$ cat config.mk
export PLATFORM = sky130hd
export DESIGN_NAME = if_id_queue
export DESIGN_NICKNAME = d
export VERILOG_FILES = /design/src/rtl/if_id_queue.sv
export SDC_FILE = /design/constraint.sdc
export NUM_CORES = 1
export LEC_CHECK = 0
export BUFFER_PORTS_ARGS = -buffer_cell sky130_fd_sc_hd__buf_2
export CORE_MARGIN = 5
export CORE_UTILIZATION = 50
export DETAILED_ROUTE_END_ITERATION = 8
export GPL_ROUTABILITY_DRIVEN = 0
export GPL_TIMING_DRIVEN = 1
export HOLD_SLACK_MARGIN = 0.06
export PLACE_DENSITY = 0.79
export SYNTH_ARGS = -nofsm -noshare
export SYNTH_HDL_FRONTEND = slang
export SYNTH_SLANG_ARGS = --single-unit
export TNS_END_PERCENT = 1
$ cat constraint.sdc
create_clock -name clk -period 2.6 [get_ports clk]
set_input_delay 0.52 -clock clk [delete_from_list [all_inputs] [get_ports clk]]
set_output_delay 0.52 -clock clk [all_outputs]
set_load 0.02 [all_outputs]
$ cat src/rtl/if_id_queue.sv
// if_id_queue: fetch-to-decode instruction queue.
// Circular FIFO of {pc, instr} pairs. The oldest entry is presented to decode.
// Fetch is frozen while the queue is full. A taken branch (flush) empties it.
// Optional build macro IF_ID_QUEUE_BYPASS_EN: when the queue is empty, an
// offered fetch word goes straight to id_* in the same cycle, with zero latency.
module if_id_queue #(
  parameter int DEPTH = 4
) (
  input  logic                     clk,
  input  logic                     rst,
  input  logic                     flush,
  input  logic                     if_valid,
  input  logic [31:0]              if_pc,
  input  logic [31:0]              if_instr,
  output logic                     if_freeze,
  input  logic                     id_stall,
  output logic                     id_valid,
  output logic [31:0]              id_pc,
  output logic [31:0]              id_instr,
  output logic [$clog2(DEPTH):0]   count
);

  localparam int AW = $clog2(DEPTH);
  localparam int CW = AW + 1;

  logic [31:0]   pc_mem    [DEPTH];
  logic [31:0]   instr_mem [DEPTH];
  logic [AW-1:0] wp;
  logic [AW-1:0] rp;
  logic [CW-1:0] cnt;
  logic          empty;
  logic          full;
  logic          enq;
  logic          deq;

  assign empty     = (cnt == '0);
  assign full      = (cnt == CW'(DEPTH));
  // Freeze depends only on the registered occupancy, so decode stalls never
  // ripple combinationally back into fetch.
  assign if_freeze = full;
  assign count     = cnt;

  // Handshake decode and head presentation; an empty queue shows an all-zero bubble.
  always_comb begin
    enq      = if_valid & ~full & ~flush;
    deq      = ~empty & ~id_stall & ~flush;
    id_valid = ~empty;
    id_pc    = empty ? 32'h0 : pc_mem[rp];
    id_instr = empty ? 32'h0 : instr_mem[rp];
`ifdef IF_ID_QUEUE_BYPASS_EN
    if (empty && if_valid && !flush) begin
      id_valid = 1'b1;
      id_pc    = if_pc;
      id_instr = if_instr;
      // Consumed directly by decode, so nothing is written.
      if (!id_stall) enq = 1'b0;
    end
`endif
  end

  // Pointer and occupancy update; flush wins over enqueue and dequeue.
  always_ff @(posedge clk or posedge rst) begin
    if (rst) begin
      wp  <= '0;
      rp  <= '0;
      cnt <= '0;
    end else if (flush) begin
      wp  <= '0;
      rp  <= '0;
      cnt <= '0;
    end else begin
      if (enq) wp <= wp + 1'b1;
      if (deq) rp <= rp + 1'b1;
      case ({enq, deq})
        2'b10:   cnt <= cnt + 1'b1;
        2'b01:   cnt <= cnt - 1'b1;
        default: cnt <= cnt;
      endcase
    end
  end

  // Entry storage; contents are never visible while empty, so no reset.
  always_ff @(posedge clk) begin
    if (enq) begin
      pc_mem[wp]    <= if_pc;
      instr_mem[wp] <= if_instr;
    end
  end

endmodule

# Yosys cells after proc, flatten, opt, wreduce, memory -nomap -nowiden
# Memories as Yosys holds them, arrays and structs flattened.
# Index checks and enable logic that the tools add are counted.
# op_classes
n_mux,10
eq_ne,3
n_reduce_logical,4
add_sub_neg,4
bitwise_logic,8
# op_table
operator,count
32-bit two-way mux,2
2-bit two-way mux,4
3-bit case mux with 2 select lines,1
2-bit by 1-bit adder with 2-bit output (second input constant),2
1-bit AND,4
1-bit NOT,4
2-bit nonzero test,2
3-bit by 1-bit adder with 3-bit output (second input constant),1
3-bit equality test (second input constant),1
3-bit zero test,1
3-bit two-way mux,1
3-bit nonzero test,1
3-bit by 1-bit subtractor with 3-bit output (second input constant),1
2-bit by 1-bit equality test with 1-bit output (second input constant),1
2-bit equality test (second input constant),1
1-bit two-way mux,2
# totals
inputBits,69
ram_bits,256
register_bits,7
mem_count,2
output_inout_bits,69
elab_cells,34
# memory_table
memory,depth,width,rd,rd_ports_with_merged_regs,write_ports,line,text
instr_mem,4,32,1,0,1,27,logic [31:0] instr_mem [DEPTH];
pc_mem,4,32,1,0,1,26,logic [31:0] pc_mem [DEPTH];

# Depth between registers and ports, before layout
# Gate-level depths: netlist of the first run.
# logic_depth
depth_word,7
depth_mapped,7
mapped_depth_nobuf,6

# Least setup slack after synthesis of the first run
# Ideal clock, no wire load.
# synth_timing
kind,input to register
from,input port if_valid
to,memory instr_mem[0][0] (enable)
stages,4
n_path_buf,1
required_time_ns,2.171
arrival_time_ns,2.679
path_slack_ns,-0.508
path_cell_list,clkbuf_1 > a21bo_2 > nor2_1 > and2_1
# synth_via
elab_chain_cells,4
# synth_rtl
element,line,text
start: declaration,12,"input logic if_valid,"
1-bit AND (2 in series),45,enq = if_valid & ~full & ~flush;
1-bit two-way mux,84,if (enq) begin
1-bit two-way mux (not written as such),86,instr_mem[wp] <= if_instr;
end: declaration,27,
# Every way passes these cells.

# Worst setup path in the final report of the first run
# layout_timing
from,register rp[0]
to,output port id_pc[14]
# layout_via
elab_chain_cells,2
# layout_rtl
element,line,text
start: declaration,29,logic [AW-1:0] rp;
start signal: assignment,73,if (deq) rp <= rp + 1'b1;
memory read 4 x 32 bit,--,
32-bit two-way mux,48,id_pc = empty ? 32'h0 : pc_mem[rp];
end: declaration,18,"output logic [31:0] id_pc,"
# Every way passes these cells.

==> results of run 1 <==
[placed cells by master, fill, tap and decap left out, types with 2 or more instances in the layout]
cell       count
edfxtp_1     256
buf_2        107
mux4_2        64
and2_1        35
and2_4        34
clkbuf_16     32
buf_6         31
buf_12         9
inv_1          7
nor2_1         7
clkinv_1       7
buf_16         7
buf_4          7
clkinv_2       5
clkbuf_1       5
dfrtp_1        5
nand2_1        4
ha_1           4
a21oi_1        3
nand2b_1       2
o2111ai_1      2
a211oi_1       2
bufinv_16      2
dfrtp_4        2
[worst reg2reg max path: stages, from the launching register on]
cell and delay, ns:
dfrtp_1 0.54, nor2_1 0.13, a21bo_2 0.27, nor2_1 0.22, and2_4 0.43, buf_4 0.28
[synthesized netlist by cell type]
library cell / instances
o22ai_1: 1
nor3_1: 1
buf_4: 1
and2_1: 69
a21o_1: 1
nor2b_1: 1
nor2_1: 7
buf_12: 4
nand2_1: 4
nand3_1: 1
xnor2_1: 1
a22oi_1: 1
buf_6: 1
nand2b_1: 2
mux4_2: 64
o2111ai_1: 2
a221oi_1: 1
xor2_1: 1
buf_2: 9
nor3_2: 1
mux2i_1: 1
fa_1: 1
edfxtp_1: 256
or3_1: 1
a21bo_2: 1
a21oi_1: 3
a2111oi_0: 1
o21ai_0: 1
clkbuf_1: 11
a211oi_1: 2
ha_1: 4
dfrtp_1: 7
inv_1: 8
[path summary, 6_finish.rpt]
path,endpoint,depth (start not counted),slack (ns)
setup reg to reg,pc_mem[0][26],5,0.42
setup / recovery,id_pc[14],5,-0.05
hold / removal,instr_mem[3][26],1,0.22
max in group asynchronous,rp[1],3,1.86
min in group asynchronous,count[1],3,0.49
hold reg to reg,wp[1],2,0.61
[logic make-up after synthesis]
kind of cell	share of synthesized area (%)
DFF	76.8
and+or+nand+nor	5.06
muxes	14.2
xor gates and xnor gates	0.171
adders and majority gates	0.685
AOI/OAI and AO/OA	0.990
buffers and inverters	2.10
[metrics by stage]
| step | total power [mW] | setup TNS (ns) | utilization, % | hold WS, ns |
|---|---|---|---|---|
| floorplan | 5.70 | -97.57 | - | 0.323 |
| global placement | 6.07 | 0 | 56.2 | 0.463 |
| detailed placement | 6.11 | 0 | 56.2 | 0.468 |
| CTS | 9.71 | -3.53 | 61.1 | 0.194 |
| global route | 10.2 | -5.52 | 63.2 | 0.192 |
| finish | 9.83 | -0.734 | 63.2 | 0.217 |
[registers in the layout, indices dropped and copies added, names as in the netlist]
register   count
count          3
pc_mem       128
rp             2
instr_mem    128
wp             2
[power by group]
| part | leakage, nW | switching [mW] | internal (mW) | total (mW) |
|---|---|---|---|---|
| Clock | 0.398 | 1.45 | 2.08 | 3.54 |
| Combinational | 1.63 | 0.721 | 0.716 | 1.44 |
| Sequential | 2.42 | 0.0510 | 4.81 | 4.86 |
[layout make-up]
class / count / area (sq um)
clock buffers: 32 / 694
clock inverters: 15 / 119
inverters: 8 / 30.0
multi-input cells: 173 / 2240
well taps: 270 / 338
flip-flops and latches: 263 / 7870
repair buffers: 167 / 1450
fillers: 1388 / 7430
[metal layers]
| metal | global-route usage, % | vias to the layer above |
|---|---|---|
| li1 | - | 2233 |
| met1 | 21.9 | 2620 |
| met2 | 29.9 | 172 |
| met3 | 3.48 | 38 |
| met4 | 3.82 | 4 |
| met5 | 0 | - |
[what timing repair did]
item                                   in CTS  in global routing
setup buffers                               3                  0
pin swaps                                   0                  0
resized for setup                           5                 93
hold buffers                                1                  0
endpoints found under the hold margin       7                  0
gates cloned                                4                  5
setup endpoints to repair                  64                 64
==> flow_summary.json, run 1 <==
{
  "cts_tree": "done",
  "ys_warn_count": 0,
  "ir_worst_vdd_mv": 0.555,
  "syn_area_sq_um": 10200,
  "core_area_sq_um": 20200,
  "path_cells": "buf_12, buf_16, mux4_2, and2_1, buf_2",
  "hp-start": "if_instr[26]",
  "wl_met2_um": 10700,
  "dieArea_sq_um": 23400,
  "cp_top_family": "multiplexers",
  "fin_area_sq_um": 12700,
  "path_max_fanout": 11,
  "grt_pass1_vias": 5490,
  "period_share_pct": 102,
  "antenna_found_initial": 2,
  "critPathMaxStageDelay_ns": 0.51,
  "route.detailed.drc": 0,
  "cp_data_arrival_time_ns": 2.13,
  "crit_path_end_kind": "output port",
  "track_usage_pct": 16.9,
  "numCtsBuffers": 26,
  "cts.sinks": 263,
  "crit_type": "register to output port",
  "fp.dieW_um": 153,
  "crit_buf_inv": 3,
  "ys_ff_latch": 263,
  "syn_area_per_cell_sq_um": 21.8,
  "die_y_um": 153,
  "drv_slew": 0,
  "synth_area_leader_cell": "edfxtp_1",
  "instances_no_fill": 928,
  "overflow": 0,
  "timing.final.crit_period_ns": 2.65,
  "setup_viol": 49,
  "drt_iter0_markers": 261,
  "skew_ns": 0.0137,
  "synth-seq-area-share_pct": 76.8,
  "ant_nets": 0,
  "rsz0062_at_grt": "yes",
  "area_growth_syn_to_layout_pct": 24.5,
  "routed-wl-met3_um": 1260,
  "nets": 713,
  "synth_cells": 470,
  "final_layout_size_suffix_gt1_share_pct": 46.2,
  "grt_max_degree": 48,
  "tightest_slew_ns": 0.474,
  "outcome": "finished with violations",
  "required_ns": 2.08,
  "critPathLaunchType": "register",
  "ys_top_cells_by_area": "edfxtp_1 75%, mux4_2 14%, and2_1 4.2%",
  "yosysUniqueCellTypes": 33,
  "synth_top_area_share_pct": 75.1,
  "r2r_start": "count[0]",
  "p_leak_nw": 4.45,
  "vias": 5067,
  "clock_path_buffers": 3,
  "fmax_mhz": 377,
  "syn-num-nets": 544,
  "wirelength_um": 20300,
  "maxUsedRoutingLayer": "met5",
  "io_buffers": 137,
  "max_slew_margin_pct": 67.6,
  "pre_cts_slack_ns": 0.365,
  "clockRootBuffer": "clkbuf_16",
  "place_inst": 868,
  "clk_latency_ns": 0.51,
  "wire_per_inst_um": 21.9,
  "crit_slowest_cell": "mux4_2",
  "io_pins": 138,
  "placed_cell_area_sq_um": 11300,
  "hold_violations": 0,
  "rows": 52,
  "clk_pin_slew_ns": 0.06,
  "wl_met1_um": 7970,
  "viasPerCell": 5.46,
  "antenna_cells": 0,
  "power_density_nw_per_um2": 772,
  "setup_slack_ns": -0.0510,
  "maxCapViolations": 0,
  "hpwl_um": 12000,
  "failed_checks": "negative setup slack",
  "hold_class": "primary input to register",
  "critPathLaunch": "rp[0]",
  "start_util_pct": 50.8,
  "first_pass_iters": 4,
  "h-tree-depth": 1,
  "grt_pass1_wl_um": 30900
}
(Power assumes the default switching activity.)
==> run 2: changes to the inputs <==
--- a/config.mk
+++ b/config.mk
@@ -6,6 +6,7 @@
 export NUM_CORES = 1
 export LEC_CHECK = 0
 export BUFFER_PORTS_ARGS = -buffer_cell sky130_fd_sc_hd__buf_2
+export CORE_ASPECT_RATIO = 0.7
 export CORE_MARGIN = 5
 export CORE_UTILIZATION = 50
 export DETAILED_ROUTE_END_ITERATION = 8
==> run 2 against run 1 <==
Against the previous run: the run still ends with negative setup slack left; clock power is 4% higher; critical path depth stayed put; combinational power hardly changed; worst setup slack better by 0.018 ns; sequential power hardly changed; critical path type unchanged; largest power group unchanged.
==> flow_summary.json, run 2 (same netlist as run 1, synthesis figures left out) <==
{
  "overflow": 0,
  "maxCapViolations": 0,
  "grt_max_degree": 67,
  "cts.sinks": 263,
  "setup_viol": 41,
  "fin_area_sq_um": 12800,
  "ant_nets": 0,
  "dieArea_sq_um": 23500,
  "antenna_cells": 0,
  "p_leak_nw": 4.44,
  "h-tree-depth": 1,
  "setup_slack_ns": -0.0333,
  "rsz0062_at_grt": "yes",
  "fin_util_pct": 63.9,
  "start_util_pct": 51.3,
  "first_pass_iters": 5,
  "fp.dieW_um": 181,
  "io_buffers": 137,
  "hpwl_um": 11800,
  "power_mw": 9.96,
  "clock_path_buffers": 3,
  "cp_data_arrival_time_ns": 2.11,
  "cts_tree": "done",
  "required_ns": 2.08,
  "core_area_sq_um": 20000,
  "area_growth_syn_to_layout_pct": 24.6,
  "multi_input_area_sq_um": 2250,
  "final_cell_mix": "256 x edfxtp_1, 98 x buf_2, 64 x mux4_2",
  "antenna_found_initial": 4,
  "tightest_slew_ns": 0.558,
  "die_y_um": 130,
  "viasPerCell": 5.45,
  "vias": 5027,
  "nets": 709,
  "clk_pin_slew_ns": 0.06,
  "io_pins": 138,
  "final_common_cell": "edfxtp_1",
  "clk_latency_ns": 0.50,
  "wire_per_inst_um": 21.7,
  "grt_pass1_vias": 5415,
  "rr_worst_depth": 6,
  "outcome": "finished with violations",
  "nFillCells": 1352,
  "failed_checks": "negative setup slack",
  "crit_type": "register to output port",
  "hold_depth": 1,
  "power_density_nw_per_um2": 781,
  "hold_class": "primary input to register",
  "period_share_pct": 101,
  "regArea_sq_um": 7870,
  "drv_slew": 0,
  "hold_violations": 0,
  "wirelength_um": 20100,
  "placed_cell_area_sq_um": 11400,
  "max_slew_margin_pct": 61.9,
  "numCtsBuffers": 25,
  "drt_iter0_markers": 255,
  "pre_cts_slack_ns": 0.319,
  "grt_pass1_wl_um": 30600,
  "ir_worst_vdd_mv": 0.592,
  "crit_path_end_kind": "output port",
  "critPathLaunchType": "register",
  "timing.final.crit_period_ns": 2.63,
  "rows": 43,
  "final_layout_size_suffix_gt1_share_pct": 47.6,
  "skew_ns": 0.00768,
  "fmax_mhz": 380,
  "route.detailed.drc": 0,
  "clockRootBuffer": "clkbuf_16",
  "path_max_fanout": 7,
  "track_usage_pct": 16.7
}
run 2: cell count changes in the layout (fill, tap and decap cells not counted), sizes merged:
cell and change:
buf -3, bufinv +2, clkbuf -6, clkinv -1, inv +3
run 2: what timing repair did:
action                                  CTS  global route
endpoints found under the setup margin   64            64
resized for setup                        15            99
pin swaps                                 0             0
cloned                                    1             4
setup buffers                             4             1
hold buffers                              1             0
hold endpoints to repair                  7             0
run 2: stage by stage:
step | cells | setup TNS [ns] | hold slack [ns]
2_1_floorplan | 470 | -97.57 | 0.323
3_3_place_gp | 867 | 0 | 0.456
3_5_place_dp | 867 | 0 | 0.463
4_1_cts | 918 | -2.99 | 0.206
5_1_grt | 923 | -5.36 | 0.208
6_report | 923 | -0.517 | 0.226
run 2: per-layer routing:
layer | GRT usage (%) | routed length (um)
met1 | 22.3 | 8320
met2 | 28.5 | 9970
met3 | 4.60 | 1390
met4 | 2.91 | 338
met5 | 0 | 48
run 2: layout make-up:
type / instances / share of cell area, %
Tap cell: 270 / 2.65
Clock buffer: 26 / 4.94
Timing Repair Buffer: 164 / 11.1
Multi-Input combinational cell: 173 / 17.7
Sequential cell: 263 / 61.7
Clock inverter: 19 / 1.66
Inverter: 8 / 0.236
run 2: worst paths after layout:
check                               from      endpoint  slack (ns)
worst min-delay path            if_pc[1]  pc_mem[2][1]        0.23
worst min register to register     wp[1]         wp[1]        0.61
min in group asynchronous            rst      count[2]        0.48
worst max-delay path               rp[0]  id_instr[21]       -0.03
max in group asynchronous            rst         rp[1]        1.87
worst max register to register  count[1]      count[1]        0.38
run 2: power breakdown:
group          total (mW)  internal (mW)  switching [mW]
clock network        3.67           2.17            1.50
logic                1.43          0.712           0.718
registers            4.86           4.81          0.0507
run 2: critical path, stage by stage (launching register included):
cell,delay (ns)
dfrtp_4,0.45
buf_12,0.17
buf_16,0.15
mux4_2,0.48
and2_1,0.18
buf_2,0.16
